### src/rtl/rx_backend.sv
// UART receive back-end: decodes raw front-end packets (data, parity, stop bits)
// into data/error entries and queues them in a show-ahead FIFO for the register side.
module rx_backend #(
  parameter int FIFO_DEPTH = 4
) (
  input  logic                             clk_i,
  input  logic                             rst_ni,
  input  logic                             cr_ds_i,
  input  logic [1:0]                       cr_p_i,
  input  logic                             cr_s_i,
  input  logic [10:0]                      frame_i,
  input  logic                             frame_valid_i,
  input  logic                             rx_pop_i,
  input  logic                             ovr_clr_i,
  output logic [7:0]                       rx_data_o,
  output logic                             rx_pe_o,
  output logic                             rx_fe_o,
  output logic                             rx_valid_o,
  output logic                             rx_full_o,
  output logic [$clog2(FIFO_DEPTH+1)-1:0]  rx_count_o,
  output logic                             ovr_o
);

  localparam int PW = $clog2(FIFO_DEPTH);
  localparam int CW = $clog2(FIFO_DEPTH + 1);
  localparam logic [CW-1:0] DEPTH_C = CW'(FIFO_DEPTH);

  typedef struct packed {
    logic       pe;
    logic       fe;
    logic [7:0] data;
  } entry_t;

  // Decode stage signals
  logic [3:0] data_len;
  logic [3:0] stop_pos;
  logic       par_en;
  logic       par_odd;
  logic       par_bit;
  entry_t     dec_entry;

  entry_t     dec_entry_q;
  logic       dec_valid_q;

  // FIFO state
  entry_t          mem_q [FIFO_DEPTH];
  logic [PW-1:0]   wr_ptr_q, wr_ptr_d;
  logic [PW-1:0]   rd_ptr_q, rd_ptr_d;
  logic [CW-1:0]   count_q, count_d;
  logic            ovr_q, ovr_d;
  entry_t          hold_q, hold_d;

  logic   is_full;
  logic   is_empty;
  logic   push_en;
  logic   pop_en;
  logic   drop;
  entry_t shown;

  // Field positions move with data size and parity enable; the stop bits follow
  // whatever precedes them, so their index is computed rather than fixed.
  always_comb begin
    data_len       = 4'd7 + {3'd0, cr_ds_i};
    par_en         = (cr_p_i != 2'b00);
    par_odd        = (cr_p_i == 2'b10);
    dec_entry      = '0;
    dec_entry.data = cr_ds_i ? frame_i[7:0] : {1'b0, frame_i[6:0]};
    par_bit        = frame_i[data_len];
    stop_pos       = data_len + {3'd0, par_en};
    dec_entry.pe   = par_en && ((^dec_entry.data ^ par_bit) != par_odd);
    dec_entry.fe   = !frame_i[stop_pos] || (cr_s_i && !frame_i[stop_pos + 4'd1]);
  end

  always_ff @(posedge clk_i or negedge rst_ni) begin
    if (!rst_ni) begin
      dec_valid_q <= 1'b0;
      dec_entry_q <= '0;
    end else begin
      dec_valid_q <= frame_valid_i;
      if (frame_valid_i) begin
        dec_entry_q <= dec_entry;
      end
    end
  end

  // A write into a full FIFO is still accepted when the head is popped at the same edge.
  always_comb begin
    is_full  = (count_q == DEPTH_C);
    is_empty = (count_q == '0);
    pop_en   = rx_pop_i && !is_empty;
    push_en  = dec_valid_q && (!is_full || rx_pop_i);
    drop     = dec_valid_q && is_full && !rx_pop_i;

    wr_ptr_d = push_en ? wr_ptr_q + PW'(1) : wr_ptr_q;
    rd_ptr_d = pop_en  ? rd_ptr_q + PW'(1) : rd_ptr_q;

    count_d = count_q;
    case ({push_en, pop_en})
      2'b10:   count_d = count_q + CW'(1);
      2'b01:   count_d = count_q - CW'(1);
      default: count_d = count_q;
    endcase

    ovr_d = ovr_q;
    if (drop) begin
      ovr_d = 1'b1;
    end else if (ovr_clr_i) begin
      ovr_d = 1'b0;
    end

    shown  = is_empty ? hold_q : mem_q[rd_ptr_q];
    hold_d = shown;
  end

  always_ff @(posedge clk_i or negedge rst_ni) begin
    if (!rst_ni) begin
      wr_ptr_q <= '0;
      rd_ptr_q <= '0;
      count_q  <= '0;
      ovr_q    <= 1'b0;
      hold_q   <= '0;
    end else begin
      wr_ptr_q <= wr_ptr_d;
      rd_ptr_q <= rd_ptr_d;
      count_q  <= count_d;
      ovr_q    <= ovr_d;
      hold_q   <= hold_d;
    end
  end

  // Storage is only ever read while the slot is occupied, so it needs no reset.
  always_ff @(posedge clk_i) begin
    if (push_en) begin
      mem_q[wr_ptr_q] <= dec_entry_q;
    end
  end

  assign rx_data_o  = shown.data;
  assign rx_pe_o    = shown.pe;
  assign rx_fe_o    = shown.fe;
  assign rx_valid_o = !is_empty;
  assign rx_full_o  = is_full;
  assign rx_count_o = count_q;
  assign ovr_o      = ovr_q;

endmodule

### config.mk
export PLATFORM = sky130hd
export DESIGN_NAME = rx_backend
export DESIGN_NICKNAME = d
export VERILOG_FILES = /design/src/rtl/rx_backend.sv
export SDC_FILE = /design/constraint.sdc
export NUM_CORES = 1
export LEC_CHECK = 0
export ABC_AREA = 1
export BUFFER_PORTS_ARGS = -buffer_cell sky130_fd_sc_hd__clkbuf_2
export CAP_MARGIN = 10
export CORE_MARGIN = 2
export CORE_UTILIZATION = 52
export CTS_BUF_LIST = sky130_fd_sc_hd__clkbuf_16
export CTS_CLUSTER_DIAMETER = 100
export DETAILED_ROUTE_END_ITERATION = 12
export PLACE_DENSITY = 0.84
export REMOVE_ABC_BUFFERS = 1
export SETUP_SLACK_MARGIN = 0.02
export SYNTH_ARGS = -nofsm -noshare
export SYNTH_HDL_FRONTEND = slang
export SYNTH_SLANG_ARGS = --single-unit
### constraint.sdc
create_clock -name clk_i -period 1.95 [get_ports clk_i]
set_input_delay 0.0975 -clock clk_i [delete_from_list [all_inputs] [get_ports clk_i]]
set_output_delay 0.0975 -clock clk_i [all_outputs]
set_load 0.05 [all_outputs]
==> results of run 1 <==
## cell type report
| type | count | area [um^2] | share of cell area |
|---|---|---|---|
| tap | 72 | 90.1 | 0.0239 |
| clock inverter | 7 | 52.6 | 0.0139 |
| inverter | 27 | 105 | 0.0279 |
| timing repair buffer | 58 | 382 | 0.101 |
| multi-input combinational | 193 | 991 | 0.263 |
| sequential | 69 | 1930 | 0.511 |
| clock buffer | 9 | 225 | 0.0597 |
## layout by cell type (no fill, tap or decap), types with 4 or more instances in the layout
| cell | n |
|---|---|
| nand2_1 | 47 |
| nor2_1 | 62 |
| nand3_1 | 11 |
| clkbuf_2 | 25 |
| edfxtp_1 | 40 |
| ha_1 | 8 |
| dfrtp_1 | 28 |
| buf_4 | 24 |
| a31oi_1 | 10 |
| inv_1 | 27 |
| clkbuf_16 | 9 |
| a21oi_1 | 4 |
| xor2_1 | 4 |
| o21ai_0 | 30 |
## where the power goes
group	internal (mW)	switching (mW)	leakage (nW)
clock network	0.959	0.521	0.149
logic	0.910	1.93	0.823
registers	1.97	0.184	0.711
## critical path, stage by stage (launching register included)
cell and delay [ps]:
dfrtp_1 400, nor3_2 220, nand2_1 90, nand2_2 70
ha_1 150, inv_1 80, fa_2 350, a21oi_1 140
o21ai_1 80, xor2_1 140
## flip-flops by register name, indices dropped and copies added, names as in the netlist
signal / count
dec_entry_q: 10
rd_ptr_q: 2
wr_ptr_q: 2
ovr_o: 1
mem_q: 40
hold_q: 10
dec_valid_q: 1
rx_count_o: 3
## logic make-up after synthesis
| group | after synthesis |
|---|---|
| compound gates | 50 |
| flops | 69 |
| simple gates | 128 |
| xor+xnor | 6 |
| buf+inv | 35 |
| fa+ha+maj | 9 |
## worst min-delay path by stage
stage,slack [ps],endpoint,depth (start not counted)
floorplan,-200,dec_entry_q[0],0
global placement,190,hold_q[4],1
detailed placement,190,hold_q[4],1
CTS,10,dec_entry_q[4],3
global route,30,dec_entry_q[4],3
finish,20,dec_entry_q[4],3
## stage by stage
stage / cell area [um^2] / setup slack, ps
final: 3770 / 97.4
after global routing: 3770 / -6.32
after CTS: 3720 / 10.8
after detailed placement: 3370 / 32.8
after global placement: 3370 / 124
after floorplan: 3010 / -902
## per-layer routing
layer / GRT usage / vias up / share of wire
met5: 0 / - / 0
met4: 0.0915 / 0 / 0.013
met3: 0.0663 / 7 / 0.065
met2: 0.343 / 71 / 0.52
met1: 0.225 / 1006 / 0.40
li1: - / 1115 / -
## timing repair
action / CTS / global route
resized for setup: 5 / 24
pin swaps: 1 / 2
setup buffers: 4 / 4
endpoints found under the setup margin: 11 / 12
endpoints found under the hold margin: 31 / 0
hold buffers: 3 / 0
==> run_results.csv, run 1 <==
group,metric,value,unit
detailed_routing,vias,2199,
cells_and_area,fillers,381,
timing,hold_viol_final,0,
worst_setup_path,worstPathRequired,2150,ps
timing,finalSetupViolations,0,
worst_setup_path,reg2regPathDepth,9,
floorplanning,initial_utilization,0.548,
job,max-cap-violations,0,
synth,yosys.area.top_type,"edfxtp_1",
synth,synth-edff-count,40,
power_and_ir_drop,power_density,1720,nW/um^2
place,port_buffers,35,
global_routing,grt_first_pass_wirelength,9410,um
synth,synth_top_family_by_area,"simple AND/OR/NAND/NOR gates",
timing,finalCriticalPeriod,1850,ps
synth,synth_fa_ha_area_frac,0.0393,
cts,root_buffer,"clkbuf_16",
synth,ys_seq_area_frac,0.631,
cts,cts_tree,"done",
synth,synthFlopType,"edfxtp_1",
timing,finalCritPeriodShare,0.950,
detailed_routing,drc_errors,0,
global_routing,grt_pass1_vias,2119,
timing,drv_slew,0,
detailed_routing,drtIter0Drc,157,
power_and_ir_drop,p_leak,1.68,nW
floorplanning,die_area,6500,um^2
cells_and_area,drive_gt1_frac,0.218,
worst_setup_path,critical_path.endpoint,"rx_count_o[2]",
timing,rsz0062_at_grt,"true",
floorplanning,die_w,80.6,um
synth,syn_inst,297,
hold_path,min_from,"frame_i[4]",
detailed_routing,firstDrtPassIters,4,
place,hpwl,3770,um
worst_setup_path,worstPathArrival,2050,ps
global_routing,overflow,0,
timing,max_freq,0.540,GHz
cts,clock_sinks,69,
cts,clk_pin_slew,50,ps
cells_and_area,instances_no_fill,435,
power_and_ir_drop,finalPower,6.48,mW
cells_and_area,nets,387,
synth,synthArstFlopShare,0.420,
worst_setup_path,worst-setup-path-type,"register to register",
worst_setup_path,reg2reg_from,"rx_count_o[0]",
synth,synth_xor_area_frac,0.0172,
hold_path,min_path_type,"input port to register",
synth,synth_area_per_cell,10.3,um^2
synth,synth_compound_area_frac,0.0914,
timing,worst_slew_pin_slew,740,ps
synth,synth_commonest_cells,"62 x nor2_1, 47 x nand2_1, 40 x edfxtp_1",
synth,synth-simple-area-share,0.174,
detailed_routing,routedWlPerCell,13.1,um
synth,synth.most_common_cell,"nor2_1",
cts,cts_buffer_depth,2,
synth,synthesis.area,3050,um^2
detailed_routing,ant_nets,0,
timing,setup_tns,0,ps
cts,cts_buffers,9,
detailed_routing,wl,5690,um
worst_setup_path,r2r_slack,100,ps
synth,yosys.cell_types.count,25,
global_routing,antenna_found_initial,0,
detailed_routing,vias_per_cell,5.06,
timing,slew-limit-headroom,0.507,
cts,htree_levels,3,
worst_setup_path,crit_fanout,3,
cts,clk_latency,320,ps
timing,timing.hold.ws,22.3,ps
cells_and_area,post-route-util,0.677,
place,place_congestion,0.820,
floorplanning,core_region_area,5570,um^2
synth,synth_seq_cells,69,
worst_setup_path,cp-startpoint,"rx_count_o[0]",
synth,yosysWarningCount,0,
worst_setup_path,crit_path_end_kind,"register",
worst_setup_path,r2r-end,"rx_count_o[2]",
power_and_ir_drop,vdd_drop_max,0.963,mV
floorplanning,io_pins,36,
place,dpl.cell_count,408,
status,status,"finished clean",
cells_and_area,n_antenna_cell,0,
floorplanning,fp.dieH,80.6,um
cells_and_area,synthToLayoutAreaGrowth,23.6,%
worst_setup_path,worst_setup_path_start_kind,"register",
global_routing,grt_use_total,0.200,
global_routing,grt_max_degree,30,
synth,synth_top_area_share,0.393,
synth,ys_top_cells_by_area,"edfxtp_1 39%, dfrtp_1 24%, nor2_1 7.6%, nand2_1 5.8%, o21ai_0 5.4%",
timing,finalClockSkew,6.15,ps
synth,muxShareOfSynthArea,0,
floorplanning,std_cell_rows,27,
(Power assumes the default switching activity.)
==> run 2, diff against run 1 <==
Settings changed: PLACE_DENSITY 0.84 to 0.86, REMOVE_ABC_BUFFERS 1 to default.
==> run 2 against run 1 <==
Effect of this change: the run now ends with setup timing left; global-route usage grew 1.0 points; critical path depth is the same; clock skew hardly changed; core utilization increased by 1.5 points; total power increased by 7.7%; via count increased by 0.95%; clock power up 25%; die area unchanged; combinational power grew 4%; count of clock-buffer cells in the layout did not move; critical path type unchanged.
==> run_results.csv, run 2 (synthesized netlist as in run 1, its figures left out) <==
group,metric,value,unit
worst_setup_path,worstPathArrival,2160,ps
cells_and_area,layout_commonest_cell,"nor2_1",
floorplanning,die_w,80.6,um
global_routing,grt_use_total,0.210,
detailed_routing,drtIter0Drc,185,
timing,setup_slack,-11.9,ps
place,place_area,3420,um^2
worst_setup_path,cp_top_family,"adder cells",
cells_and_area,layout_common_cells,"62 x nor2_1, 47 x nand2_1, 40 x edfxtp_1",
timing,worst_slew_pin_slew,700,ps
detailed_routing,vias_per_cell,5.21,
cts,cts_buffers,9,
power_and_ir_drop,finalPower,6.98,mW
floorplanning,fp.dieH,80.6,um
cts,clk_pin_slew,60,ps
detailed_routing,drc_errors,0,
worst_setup_path,crit_buf_inv,1,
detailed_routing,firstDrtPassIters,4,
job,max-cap-violations,0,
floorplanning,std_cell_rows,27,
timing,drv_slew,0,
cells_and_area,nets,378,
worst_setup_path,cp_slowest_cell,"dfrtp_2",
cells_and_area,drive_gt1_frac,0.266,
hold_path,min_from,"frame_i[5]",
cells_and_area,fillers,373,
cells_and_area,top_register,"mem_q",
timing,finalSetupViolations,1,
detailed_routing,wl,6260,um
global_routing,grtUsageMet2,0.360,
hold_path,min_delay_worst_endpoint,"dec_entry_q[5]",
detailed_routing,routedWlPerCell,14.7,um
worst_setup_path,crit_path_end_kind,"register",
worst_setup_path,cp_slowest_stage_delay,440,ps
worst_setup_path,r2r_slack,-10,ps
timing,hold_viol_final,0,
hold_path,min_path_cells,3,
cells_and_area,multi_input_area,1070,um^2
floorplanning,core_region_area,5570,um^2
status,violations,"setup timing",
worst_setup_path,worstPathCellList,"nor3_4, nand2_1, nand2_2, ha_4, inv_2, fa_2, a21oi_2, o21ai_2, xor2_1",
timing,max_freq,0.510,GHz
cells_and_area,synthToLayoutAreaGrowth,26.4,%
global_routing,grt_first_pass_wirelength,10100,um
worst_setup_path,worstPathRequired,2150,ps
global_routing,antenna_found_initial,0,
status,status,"complete, but fails checks",
hold_path,min_path_type,"input port to register",
power_and_ir_drop,vdd_drop_max,1.11,mV
worst_setup_path,reg2regPathDepth,9,
timing,setup_tns,-11.9,ps
place,place_congestion,0.762,
global_routing,grt_pass1_vias,2165,
timing,rsz0062_at_grt,"true",
global_routing,grt_busiest_layer,"met2",
cts,root_buffer,"clkbuf_16",
timing,finalCritPeriodShare,1.01,
worst_setup_path,r2r-end,"rx_count_o[2]",
synth,synthesis.nets,326,
cts,cts_tree,"done",
worst_setup_path,worst_setup_path_start_kind,"register",
floorplanning,die_area,6500,um^2
cells_and_area,largest_register_ffs,40,
place,hpwl,3870,um
timing,slew-limit-headroom,0.533,
cells_and_area,regArea,1930,um^2
global_routing,grt_use_met1,0.257,
cts,htree_levels,3,
timing,timing.hold.ws,29.8,ps
cts,clk_latency,330,ps
cells_and_area,post-route-util,0.692,
floorplanning,initial_utilization,0.548,
cells_and_area,reg.largest.list,"mem_q: 40 flops, dec_entry_q: 10 flops, hold_q: 10 flops",
worst_setup_path,crit_fanout,4,
detailed_routing,ant_nets,0,
place,port_buffers,35,
timing,finalCriticalPeriod,1960,ps
cells_and_area,n_antenna_cell,0,
worst_setup_path,reg2reg_from,"rx_count_o[0]",
detailed_routing,vias,2220,
global_routing,grt_max_degree,30,
cells_and_area,fin_area,3860,um^2
cts,clock_sinks,69,
worst_setup_path,worst-setup-path-type,"register to register",
timing,finalClockSkew,6.08,ps
power_and_ir_drop,power_density,1810,nW/um^2
floorplanning,io_pins,36,
global_routing,overflow,0,
power_and_ir_drop,p_leak,1.65,nW
global_routing,grt_use_met3,0.0404,
cts,cts_buffer_depth,2,
## run 2: changes by cell type in the layout (fill, tap and decap cells not counted), sizes merged
cell,previous run,this run
buf,26,17
bufinv,1,3
clkbuf,38,37
clkinvlp,1,4
inv,30,26
## run 2: through the flow
step,setup slack [ps],cells
3_5_place_dp,116,404
2_1_floorplan,-445,297
3_3_place_gp,162,404
6_report,-11.9,426
4_1_cts,24.2,423
5_1_grt,-78.7,426
## run 2: worst register-to-register path: cells and delay by family, from the launching register on
family / cells / cell delay (ps)
adder cells (fa/ha/maj): 2 / 520
buffers and inverters: 1 / 60
XOR/XNOR: 1 / 150
AND/OR/NAND/NOR: 3 / 400
flip-flops: 1 / 440
AO/OA/AOI/OAI: 2 / 270
## run 2: final cells by class
| cell class | count | area share |
|---|---|---|
| clock buffer | 9 | 0.0583 |
| sequential | 69 | 0.500 |
| inverter | 27 | 0.0276 |
| timing repair buffer | 48 | 0.0784 |
| clock inverter | 7 | 0.0318 |
| timing repair inverter | 1 | 0.00194 |
| multi-input combinational | 193 | 0.278 |
| tap | 72 | 0.0233 |
## run 2: timing repair
item / in CTS / in global routing
hold buffers: 3 / 0
setup endpoints to repair: 10 / 11
buffers inserted: 0 / 2
hold endpoints to repair: 31 / 0
pin swaps: 0 / 1
resized for setup: 9 / 21
gates cloned: 0 / 1
## run 2: metal layers
metal,wire [um],share of wire,vias to the layer above
li1,-,-,1094
met1,2560,0.41,1029
met2,3160,0.50,86
met3,408,0.065,11
met4,136,0.022,0
met5,0,0,-
## run 2: how the worst max path moves through the flow
stage	from	to	slack (ps)	depth (start not counted)
finish	rx_count_o[0]	rx_count_o[2]	-10	9
floorplan	rx_count_o[2]	rx_count_o[2]	-440	10
detailed placement	rx_count_o[1]	rx_count_o[2]	120	9
global placement	rx_count_o[1]	rx_count_o[2]	160	9
CTS	rd_ptr_q[0]	rx_data_o[0]	20	4
global route	rx_count_o[0]	rx_count_o[2]	-80	9
## run 2: power by group
group	switching [mW]	total [mW]	internal [mW]
Combinational	2.09	2.95	0.865
Sequential	0.198	2.18	1.98
Clock	0.598	1.85	1.25
==> run 3, diff against run 2 <==
Settings changed: CORE_UTILIZATION 52 to 57, PLACE_DENSITY 0.86 to 0.89.
Clock period 1.95 ns to 2.08 ns, I/O delays scaled along.
==> run 3 against run 2 <==
Effect of this change: the run now ends clean; first-iteration DRC count fell by 10%; combinational power is 13% lower; sequential cell count did not move; critical path type is now register to primary output; largest power group unchanged.
==> run_results.csv, run 3 (synthesized netlist as in run 1, its figures left out) <==
group,metric,value,unit
power_and_ir_drop,p_leak,1.65,nW
global_routing,grt_max_degree,30,
power_and_ir_drop,vdd_drop_max,0.942,mV
cells_and_area,top_register,"mem_q",
worst_setup_path,worstPathArrival,1880,ps
floorplanning,fp.dieH,77.2,um
cells_and_area,multi_input_area,1060,um^2
timing,slew-limit-headroom,0.515,
detailed_routing,vias_per_cell,5.20,
worst_setup_path,reg2reg_from,"rx_count_o[1]",
status,status,"finished clean",
timing,finalClockSkew,5.28,ps
power_and_ir_drop,netSwitchingFraction,0.403,
power_and_ir_drop,power_density,1670,nW/um^2
place,place_area,3410,um^2
floorplanning,initial_utilization,0.594,
hold_path,min_path_cells,3,
place,port_buffers,35,
hold_path,min_path_type,"input port to register",
cells_and_area,largest_register_ffs,40,
global_routing,antenna_found_initial,0,
synth,synthesis.nets,326,
power_and_ir_drop,seqPwrFrac,0.315,
place,hpwl,3850,um
timing,finalCriticalPeriod,1980,ps
worst_setup_path,worst-setup-path-type,"register to primary output",
timing,max_freq,0.504,GHz
place,pre_cts_ws,104,ps
worst_setup_path,crit_path_end_kind,"primary output",
place,place_congestion,0.755,
timing,finalCritPeriodShare,0.954,
cts,root_buffer,"clkbuf_16",
floorplanning,io_pins,36,
timing,rsz0062_at_grt,"false",
cells_and_area,fillers,324,
worst_setup_path,worst_setup_path_start_kind,"register",
cts,cts_tree,"done",
cts,clk_latency,330,ps
detailed_routing,drtIter0Drc,166,
worst_setup_path,crit_fanout,21,
floorplanning,die_w,77.2,um
global_routing,grt_pass1_vias,2094,
global_routing,overflow,0,
detailed_routing,routedWlPerCell,14.0,um
global_routing,grt_use_total,0.216,
detailed_routing,ant_nets,0,
cts,cts_buffer_depth,2,
cells_and_area,n_antenna_cell,0,
timing,worst_slew_pin_slew,727,ps
timing,drv_slew,0,
worst_setup_path,cpMostUsedCell,"nor2_1",
cells_and_area,instances_no_fill,423,
power_and_ir_drop,finalPower,6.41,mW
hold_path,min_delay_worst_endpoint,"dec_entry_q[4]",
cells_and_area,layout_commonest_cell,"nor2_1",
detailed_routing,firstDrtPassIters,4,
cells_and_area,layout_common_cells,"62 x nor2_1, 47 x nand2_1, 40 x edfxtp_1",
global_routing,grt_first_pass_wirelength,9780,um
timing,finalSetupViolations,0,
timing,setup_slack,95.2,ps
cells_and_area,regArea,1930,um^2
cells_and_area,synthToLayoutAreaGrowth,25.5,%
hold_path,min_from,"frame_i[4]",
power_and_ir_drop,p_int,3.83,mW
worst_setup_path,worstPathRequired,1980,ps
power_and_ir_drop,p_switching,2.58,mW
cells_and_area,fin_area,3830,um^2
cts,clk_pin_slew,60,ps
detailed_routing,vias,2200,
cells_and_area,post-route-util,0.745,
cells_and_area,drive_gt1_frac,0.246,
place,dpl.cell_count,401,
worst_setup_path,worstPathCellList,"buf_4, nor2_1, nor2_1, o21ai_0, a31oi_2, buf_2",
floorplanning,core_region_area,5140,um^2
floorplanning,std_cell_rows,26,
worst_setup_path,r2r_slack,130,ps
worst_setup_path,reg2regPathDepth,9,
worst_setup_path,cp_slowest_cell,"dfrtp_1",
worst_setup_path,r2r-end,"rx_count_o[2]",
worst_setup_path,cp_slowest_stage_delay,390,ps
cells_and_area,reg.largest.list,"mem_q: 40 flops, dec_entry_q: 10 flops, hold_q: 10 flops",
detailed_routing,drc_errors,0,
power_and_ir_drop,combPwrFrac,0.400,
cells_and_area,nets,377,
power_and_ir_drop,clockPowerShare,0.285,
cts,cts_buffers,9,
timing,hold_viol_final,0,
floorplanning,die_area,5960,um^2
cts,htree_levels,3,
cts,clock_sinks,69,
detailed_routing,wl,5930,um
job,max-cap-violations,0,
## run 3: layer usage
metal | routed length, um | track usage | part of all wire
met1 | 2580 | 0.270 | 0.44
met2 | 2910 | 0.354 | 0.49
met3 | 309 | 0.0553 | 0.052
met4 | 130 | 0.100 | 0.022
met5 | 0 | 0 | 0
## run 3: critical path: cells and delay by family (launching register included)
| kind | cells | cell delay, ps |
|---|---|---|
| compound gates | 2 | 390 |
| buf+inv | 2 | 560 |
| flops | 1 | 390 |
| simple gates | 2 | 210 |
## run 3: worst max-delay path by stage
stage | from | to | slack [ps] | depth (start not counted)
floorplan | rx_count_o[2] | rx_count_o[2] | -310 | 10
global placement | rx_count_o[1] | rx_count_o[2] | 200 | 9
detailed placement | rx_count_o[1] | rx_count_o[2] | 100 | 9
CTS | rd_ptr_q[0] | rx_fe_o | 30 | 4
global route | rd_ptr_q[0] | rx_fe_o | 4 | 6
finish | rd_ptr_q[0] | rx_fe_o | 100 | 6
## run 3: metrics by stage
stage | hold slack [ps] | TNS (ps)
2_1_floorplan | -192 | -521
3_3_place_gp | 179 | 0
3_5_place_dp | 189 | 0
4_1_cts | 43.9 | 0
5_1_grt | 68.9 | 0
6_report | 46.6 | 0
## run 3: power by group through the flow
stage               clock [mW]  combinational, mW  sequential, mW
finish                    1.83               2.56            2.02
detailed placement           0               2.53            2.04
global placement             0               2.45            2.01
floorplan                    0               1.85            2.12
CTS                       1.85               2.55            2.02
global route              1.90               2.77            2.06
## run 3: layout make-up
class                   count  share of cell area
clock inverters             7              0.0359
well taps                  70              0.0229
clock buffers               9              0.0588
flip-flops and latches     69               0.504
repair buffers             48              0.0732
inverters                  27              0.0274
multi-input cells         193               0.278
## run 3: what timing repair did
item | 4_1_cts | 5_1_grt
hold buffers | 3 | 0
endpoints found under the setup margin | 0 | 10
gates resized for setup | 0 | 3
buffers inserted | 0 | 3
hold endpoints to repair | 31 | 0
